===== config.mk =====
export PLATFORM = sky130hd
export DESIGN_NAME = servo_pwm_decoder
export DESIGN_NICKNAME = d
export VERILOG_FILES = /design/src/rtl/servo_pkg.sv /design/src/rtl/servo_us_tick.sv /design/src/rtl/servo_pwm_decoder.sv
export SDC_FILE = /design/constraint.sdc
export NUM_CORES = 1
export LEC_CHECK = 0
export CORE_ASPECT_RATIO = 1.25
export CORE_MARGIN = 5
export CORE_UTILIZATION = 54
export CTS_CLUSTER_DIAMETER = 80
export DETAILED_ROUTE_END_ITERATION = 10
export PLACE_DENSITY = 0.74
export SLEW_MARGIN = 20
export SYNTH_ARGS = -nofsm -noshare
export SYNTH_HDL_FRONTEND = slang
export SYNTH_SLANG_ARGS = --single-unit

===== constraint.sdc =====
create_clock -name clk -period 5.45 [get_ports clk]
set_input_delay 0.8175 -clock clk [delete_from_list [all_inputs] [get_ports clk]]
set_output_delay 0.8175 -clock clk [all_outputs]
set_load 0.02 [all_outputs]

===== src/rtl/servo_pkg.sv =====
// Shared constants and types for the servo PWM link (driver and decoder sides).
package servo_pkg;

    // Direction encoding consumed by the servo driver; 2'b11 is never produced.
    localparam logic [1:0] DIR_STOP = 2'b00;
    localparam logic [1:0] DIR_CW   = 2'b01;
    localparam logic [1:0] DIR_CCW  = 2'b10;

    // Default timing, shared with pwm_control.
    localparam int unsigned DEF_CLK_DIV    = 100;
    localparam int unsigned DEF_MIN_US     = 500;
    localparam int unsigned DEF_MAX_US     = 2500;
    localparam int unsigned DEF_CENTER_US  = 1500;
    localparam int unsigned DEF_DEADBAND   = 50;
    localparam int unsigned DEF_TIMEOUT_US = 25000;
    localparam int unsigned DEF_FILT_CYC   = 4;

    typedef enum logic [1:0] {
        StSync = 2'd0,
        StIdle = 2'd1,
        StHigh = 2'd2,
        StMeas = 2'd3
    } state_e;

    // Direction for an in-range width; both deadband edges belong to the moving directions.
    function automatic logic [1:0] dir_from_width(input int unsigned w,
                                                  input int unsigned cw_max,
                                                  input int unsigned ccw_min);
        if (w <= cw_max) begin
            return DIR_CW;
        end else if (w >= ccw_min) begin
            return DIR_CCW;
        end
        return DIR_STOP;
    endfunction

endpackage


===== src/rtl/servo_us_tick.sv =====
// Free-running prescaler: one-cycle tick every CLK_DIV clocks, restarts from 0 on reset.
module servo_us_tick #(
    parameter int unsigned CLK_DIV = 100
) (
    input  logic clk,
    input  logic rst_n,
    output logic tick
);

    localparam int unsigned CNT_W = (CLK_DIV > 1) ? $clog2(CLK_DIV) : 1;
    localparam logic [CNT_W-1:0] LAST = CNT_W'(CLK_DIV - 1);

    logic [CNT_W-1:0] cnt_q;
    logic             tick_q;

    // Prescaler counter and registered tick.
    always_ff @(posedge clk) begin
        if (!rst_n) begin
            cnt_q  <= '0;
            tick_q <= 1'b0;
        end else if (cnt_q == LAST) begin
            cnt_q  <= '0;
            tick_q <= 1'b1;
        end else begin
            cnt_q  <= cnt_q + CNT_W'(1);
            tick_q <= 1'b0;
        end
    end

    assign tick = tick_q;

endmodule


===== src/rtl/servo_pwm_decoder.sv =====
// Servo PWM receiver: measures each high pulse in us and classifies it as stop/cw/ccw.
// Optional glitch filter on the synchronized line: define SERVO_GLITCH_FILTER_EN.
module servo_pwm_decoder
    import servo_pkg::*;
#(
    parameter int unsigned CLK_DIV    = DEF_CLK_DIV,
    parameter int unsigned WIDTH_W    = 12,
    parameter int unsigned MIN_US     = DEF_MIN_US,
    parameter int unsigned MAX_US     = DEF_MAX_US,
    parameter int unsigned CW_MAX_US  = DEF_CENTER_US - DEF_DEADBAND,
    parameter int unsigned CCW_MIN_US = DEF_CENTER_US + DEF_DEADBAND,
    parameter int unsigned TIMEOUT_US = DEF_TIMEOUT_US,
    parameter int unsigned FILT_CYC   = DEF_FILT_CYC
) (
    input  logic               clk,
    input  logic               rst_n,
    input  logic               pwm_in,
    output logic [1:0]         direction,
    output logic [WIDTH_W-1:0] width_us,
    output logic               valid,
    output logic               range_err,
    output logic               lost
);

`ifdef SERVO_GLITCH_FILTER_EN
    localparam int unsigned FILT_ON = 1;
`else
    localparam int unsigned FILT_ON = 0;
`endif

    localparam logic [WIDTH_W-1:0] MIN_W   = WIDTH_W'(MIN_US);
    localparam logic [WIDTH_W-1:0] MAX_W   = WIDTH_W'(MAX_US);
    localparam logic [WIDTH_W-1:0] SAT_W   = WIDTH_W'(MAX_US + 1);
    localparam int unsigned        TO_W    = $clog2(TIMEOUT_US + 1);
    localparam logic [TO_W-1:0]    TO_MAX  = TO_W'(TIMEOUT_US);
    localparam logic [TO_W-1:0]    TO_LAST = TO_W'(TIMEOUT_US - 1);

    // Line must stay low longer than the whole sync/filter pipeline before leaving SYNC, so a
    // pulse already high at reset release cannot be mistaken for a fresh rising edge.
    localparam int unsigned        SETTLE_CYC  = 4 + FILT_CYC * FILT_ON;
    localparam int unsigned        SET_W       = $clog2(SETTLE_CYC);
    localparam logic [SET_W-1:0]   SETTLE_LAST = SET_W'(SETTLE_CYC - 1);

    logic tick;
    logic sync1_q, sync2_q;
    logic line, line_prev_q;
    logic rise, fall;

    state_e              state_q, state_d;
    logic [WIDTH_W-1:0]  width_q, width_d;
    logic [SET_W-1:0]    settle_q, settle_d;
    logic [TO_W-1:0]     to_cnt_q;
    logic                to_hit;

    logic [1:0]          direction_q;
    logic [WIDTH_W-1:0]  width_us_q;
    logic                valid_q, range_err_q, lost_q;

    servo_us_tick #(
        .CLK_DIV (CLK_DIV)
    ) u_tick (
        .clk   (clk),
        .rst_n (rst_n),
        .tick  (tick)
    );

    // Two-flop synchronizer for the asynchronous PWM line.
    always_ff @(posedge clk) begin
        if (!rst_n) begin
            sync1_q <= 1'b0;
            sync2_q <= 1'b0;
        end else begin
            sync1_q <= pwm_in;
            sync2_q <= sync1_q;
        end
    end

`ifdef SERVO_GLITCH_FILTER_EN
    localparam int unsigned          FILT_W    = $clog2(FILT_CYC + 1);
    localparam logic [FILT_W-1:0]    FILT_LAST = FILT_W'(FILT_CYC - 1);

    logic              filt_line_q;
    logic [FILT_W-1:0] filt_cnt_q;

    // Accept a new level only after FILT_CYC consecutive samples that differ from the current one.
    always_ff @(posedge clk) begin
        if (!rst_n) begin
            filt_line_q <= 1'b0;
            filt_cnt_q  <= '0;
        end else if (sync2_q == filt_line_q) begin
            filt_cnt_q  <= '0;
        end else if (filt_cnt_q == FILT_LAST) begin
            filt_line_q <= sync2_q;
            filt_cnt_q  <= '0;
        end else begin
            filt_cnt_q  <= filt_cnt_q + FILT_W'(1);
        end
    end

    assign line = filt_line_q;
`else
    assign line = sync2_q;
`endif

    // Edge detect against the previous line level.
    always_ff @(posedge clk) begin
        if (!rst_n) begin
            line_prev_q <= 1'b0;
        end else begin
            line_prev_q <= line;
        end
    end

    assign rise = line & ~line_prev_q;
    assign fall = ~line & line_prev_q;

    // Signal-loss timer: counts us since the last rising edge, saturating at TIMEOUT_US.
    always_ff @(posedge clk) begin
        if (!rst_n) begin
            to_cnt_q <= '0;
        end else if (rise) begin
            to_cnt_q <= '0;
        end else if (tick && (to_cnt_q != TO_MAX)) begin
            to_cnt_q <= to_cnt_q + TO_W'(1);
        end
    end

    // Fires once, on the tick that brings the timer to TIMEOUT_US.
    assign to_hit = tick && !rise && (to_cnt_q == TO_LAST);

    // FSM, width counter and settle counter registers.
    always_ff @(posedge clk) begin
        if (!rst_n) begin
            state_q  <= StSync;
            width_q  <= '0;
            settle_q <= '0;
        end else begin
            state_q  <= state_d;
            width_q  <= width_d;
            settle_q <= settle_d;
        end
    end

    // Next-state logic: settle, wait for edge, count the high phase, then one measure cycle.
    always_comb begin
        state_d  = state_q;
        width_d  = width_q;
        settle_d = settle_q;
        unique case (state_q)
            StSync: begin
                if (line) begin
                    settle_d = '0;
                end else if (settle_q == SETTLE_LAST) begin
                    state_d  = StIdle;
                    settle_d = '0;
                end else begin
                    settle_d = settle_q + SET_W'(1);
                end
            end
            StIdle: begin
                if (rise) begin
                    state_d = StHigh;
                    width_d = '0;
                end
            end
            StHigh: begin
                if (tick && (width_q != SAT_W)) begin
                    width_d = width_q + WIDTH_W'(1);
                end
                if (fall) begin
                    state_d = StMeas;
                end
            end
            StMeas: begin
                state_d = StIdle;
            end
            default: begin
                state_d = StSync;
            end
        endcase
        // Signal loss aborts any measurement in progress.
        if (to_hit) begin
            state_d  = StSync;
            settle_d = '0;
        end
    end

    // Output registers: classify in MEAS, force stop/lost on timeout.
    always_ff @(posedge clk) begin
        if (!rst_n) begin
            direction_q <= DIR_STOP;
            width_us_q  <= '0;
            valid_q     <= 1'b0;
            range_err_q <= 1'b0;
            lost_q      <= 1'b1;
        end else begin
            valid_q <= 1'b0;
            if (to_hit) begin
                lost_q      <= 1'b1;
                direction_q <= DIR_STOP;
            end else if (state_q == StMeas) begin
                valid_q    <= 1'b1;
                lost_q     <= 1'b0;
                width_us_q <= width_q;
                if ((width_q < MIN_W) || (width_q > MAX_W)) begin
                    range_err_q <= 1'b1;
                    direction_q <= DIR_STOP;
                end else begin
                    range_err_q <= 1'b0;
                    direction_q <= dir_from_width(32'(width_q), CW_MAX_US, CCW_MIN_US);
                end
            end
        end
    end

    assign direction = direction_q;
    assign width_us  = width_us_q;
    assign valid     = valid_q;
    assign range_err = range_err_q;
    assign lost      = lost_q;

endmodule


==> results.sh <==
export IMPL_mostFrequentLayoutCell="dfxtp_1"
export IMPL_leakagePower_uw=0.00125
export IMPL_p_int_uw=708
export IMPL_irDropWorstVdd_mv=0.198
export IMPL_fin_worst_skew_ns=0.00912
export IMPL_r2r_slack_ns=2.95
export IMPL_p_seq_share_pct=48.3
export IMPL_hold_viol_final=0
export IMPL_cts_made_buffers=9
export IMPL_clock_latency_ns=0.33
export IMPL_timing_rr_start="state_q[0]"
export IMPL_clockBufferDepth=2
export IMPL_grt_pass1_wl_mm=10.3
export IMPL_drv_cap=0
export IMPL_drtIter0Drc=147
export IMPL_cts_root_buf="clkbuf_8"
export IMPL_grt_pass1_vias=2258
export IMPL_ctsHoldBuffers=0
export IMPL_rsz0062_at_grt="false"
export IMPL_critPathLaunch="state_q[0]"
export IMPL_grt_overflow=0
export IMPL_crit_path_end_kind="flip-flop"
export IMPL_finish_utilization_pct=63.4
export IMPL_synth_area_per_cell_um2=8.72
export IMPL_ios=20
export IMPL_critPathRequiredTime_ns=5.67
export IMPL_swShare_pct=25.0
export IMPL_holdWs_ns=0.453
export IMPL_fp_coreArea_um2=5120
export IMPL_power_frac_comb_pct=12.1
export IMPL_cts_setup_buffers=0
export IMPL_first_pass_iters=4
export IMPL_worst_pin_slew_ns=0.952
export IMPL_ctsResizeCount=0
export IMPL_status="finished clean"
export IMPL_cts_tree="built"
export IMPL_clkPwrFrac_pct=39.6
export IMPL_ys_dominant_reg_cell="dfxtp_1"
export IMPL_clk_pin_slew_ns=0.06
export IMPL_critPathMaxStageDelay_ns=0.84
export IMPL_start_kind="flip-flop"
export IMPL_grt_usage_pct=19.1
export IMPL_drc=0
export IMPL_drv_slew=0
export IMPL_place_gp_congestion=0.867
export IMPL_cts_sinks=59
export IMPL_syn2layout_area_growth_pct=12.7
export IMPL_slowest_stage="a221oi_2"
export IMPL_worst_setup_path_type="reg -> reg"
export IMPL_layout_common_cells="59 x dfxtp_1, 53 x nor2_1, 25 x nand2_1, 19 x clkdlybuf4s50_1, 16 x nand3_1"
export IMPL_dp_hpwl_mm=4.22
export IMPL_diodes=0
export IMPL_synth_nets=344
export IMPL_dp_slack_ns=2.89
export IMPL_ant_nets=0
export IMPL_slew_headroom_pct=36.5
export IMPL_nNetsFinal=359
export IMPL_dieHeight_um=91.6
export IMPL_routed_via_density=5.60
export IMPL_die_area_um2=6900
export IMPL_grt_max_degree=25
export IMPL_period_minus_slack_ns=2.50
export IMPL_synthCells=330
export IMPL_worstRegToRegCells=6
export IMPL_power_per_cell_area_nw_per_um2=291
export IMPL_drt_total_wl_mm=5.90
export IMPL_ys_async_sr_fraction_pct=0
export IMPL_synth_seq_area_share_pct=41.0
export IMPL_dp_cells=395
export IMPL_synth_edff_count=0
export IMPL_ys_types=50
export IMPL_die_x_um=75.3
export IMPL_path_cells="inv_1, ha_1, nand2_1, a221oi_2, a21boi_0, o21a_1"
export IMPL_syn_area_um2=2880
export IMPL_setup_viol=0
export IMPL_period_share_pct=45.9
export IMPL_fin_cells=410
export IMPL_max_freq_mhz=400
export IMPL_p_sw_uw=237
export IMPL_hp_class="reg -> reg"
export IMPL_yosys_warnings=0
export IMPL_r2r_end="width_q[3]"
export IMPL_antenna_found_initial=0
export IMPL_ys_ff_latch=59
export IMPL_path_max_fanout=16
export IMPL_finalWorstSetupSlack_ns=2.95
export IMPL_post_drt_wl_per_cell_um=14.4
export IMPL_start_util_pct=56.2
export IMPL_vias=2296
export IMPL_htree_levels=3
export IMPL_cp_arrival_ns=2.72
export IMPL_io_buffers=19
export IMPL_drive_gt1_share_pct=6.90
export IMPL_crit_path_end="width_q[3]"
export IMPL_setup_tns_ns=0
export IMPL_row_count=29
synth_stat cells (3+ instances only):
cell	number	share of area [%]
nand3_1	16	2.8
a21boi_1	3	0.78
mux2i_1	14	4.9
nor4_1	3	0.65
o21a_1	5	1.3
and3_1	5	1.1
dfxtp_1	59	41
xnor2_1	7	2.1
inv_1	12	1.6
ha_1	11	4.8
buf_2	3	0.52
nand2_1	25	3.3
clkbuf_1	7	0.91
and2_1	5	1.1
nor2b_1	3	0.65
buf_6	3	1.2
xor2_1	9	2.7
nor2_1	53	6.9
o21ai_0	5	0.87
nand2b_1	8	1.7
a31oi_1	5	1.1
a21oi_1	10	1.7
nand4_1	9	2.0
and4b_1	3	1.0
a311oi_1	3	0.91
or3_1	4	0.87
nor3_1	13	2.3
power groups by stage:
| stage | clock network, uW | registers, uW | logic (uW) |
|---|---|---|---|
| 6_report | 375 | 456 | 114 |
| 5_1_grt | 409 | 458 | 131 |
| 4_1_cts | 385 | 456 | 114 |
| 3_5_place_dp | 0 | 466 | 114 |
| 3_3_place_gp | 0 | 465 | 110 |
| 2_1_floorplan | 0 | 464 | 96.6 |
cells by family after synthesis:
family | share of synthesized area [%]
AO/OA/AOI/OAI | 11.5
adder cells (fa/ha/maj) | 4.78
flip-flops | 41.0
AND/OR/NAND/NOR | 27.7
buffers and inverters | 4.83
XOR/XNOR | 4.87
multiplexers | 5.26
cell type report:
cell class	instances	area, um^2
fill	455	1870
multi-input combinational	243	1560
sequential	59	1180
timing repair buffer	20	201
clock buffer	11	141
tap	62	77.6
inverter	12	45.0
clock inverter	3	40.0
layer usage:
layer  vias up  global-route usage [%]  part of all wire [%]
li1       1177                       -                     -
met1      1070                    25.3                    46
met2        41                    28.6                    48
met3         8                    5.80                   4.3
met4         0                    8.16                   1.8
met5         -                       0                     0
per-stage QoR:
stage | instance area, um^2 | total power [uW]
global placement | 3050 | 575
CTS | 3230 | 955
detailed placement | 3050 | 580
finish | 3240 | 945
global route | 3240 | 998
floorplan | 2880 | 560
registers in the layout (all words and copies together) (netlist names):
| signal | count |
|---|---|
| direction | 2 |
| line | 1 |
| line_prev_q | 1 |
| lost | 1 |
| range_err | 1 |
| settle_q | 2 |
| state_q | 2 |
| sync1_q | 1 |
| to_cnt_q | 15 |
| u_tick.cnt_q | 7 |
| u_tick.tick | 1 |
| valid | 1 |
| width_q | 12 |
| width_us | 12 |
worst min path at each step:
stage	cells past startpoint	endpoint	from
2_1_floorplan	1	line	sync1_q
3_3_place_gp	1	u_tick.cnt_q[0]	u_tick.cnt_q[0]
3_5_place_dp	1	u_tick.cnt_q[0]	u_tick.cnt_q[0]
4_1_cts	2	range_err	range_err
5_1_grt	2	range_err	range_err
6_report	2	range_err	range_err
worst max-delay path: cells and delay by family (launching register included):
family	cells	cell delay [ns]
adders and majority gates	1	0.53
and+or+nand+nor	1	0.17
buffers and inverters	1	0.10
DFF	1	0.33
AOI/OAI and AO/OA	3	1.26
Power figures use the tool's default switching activity.
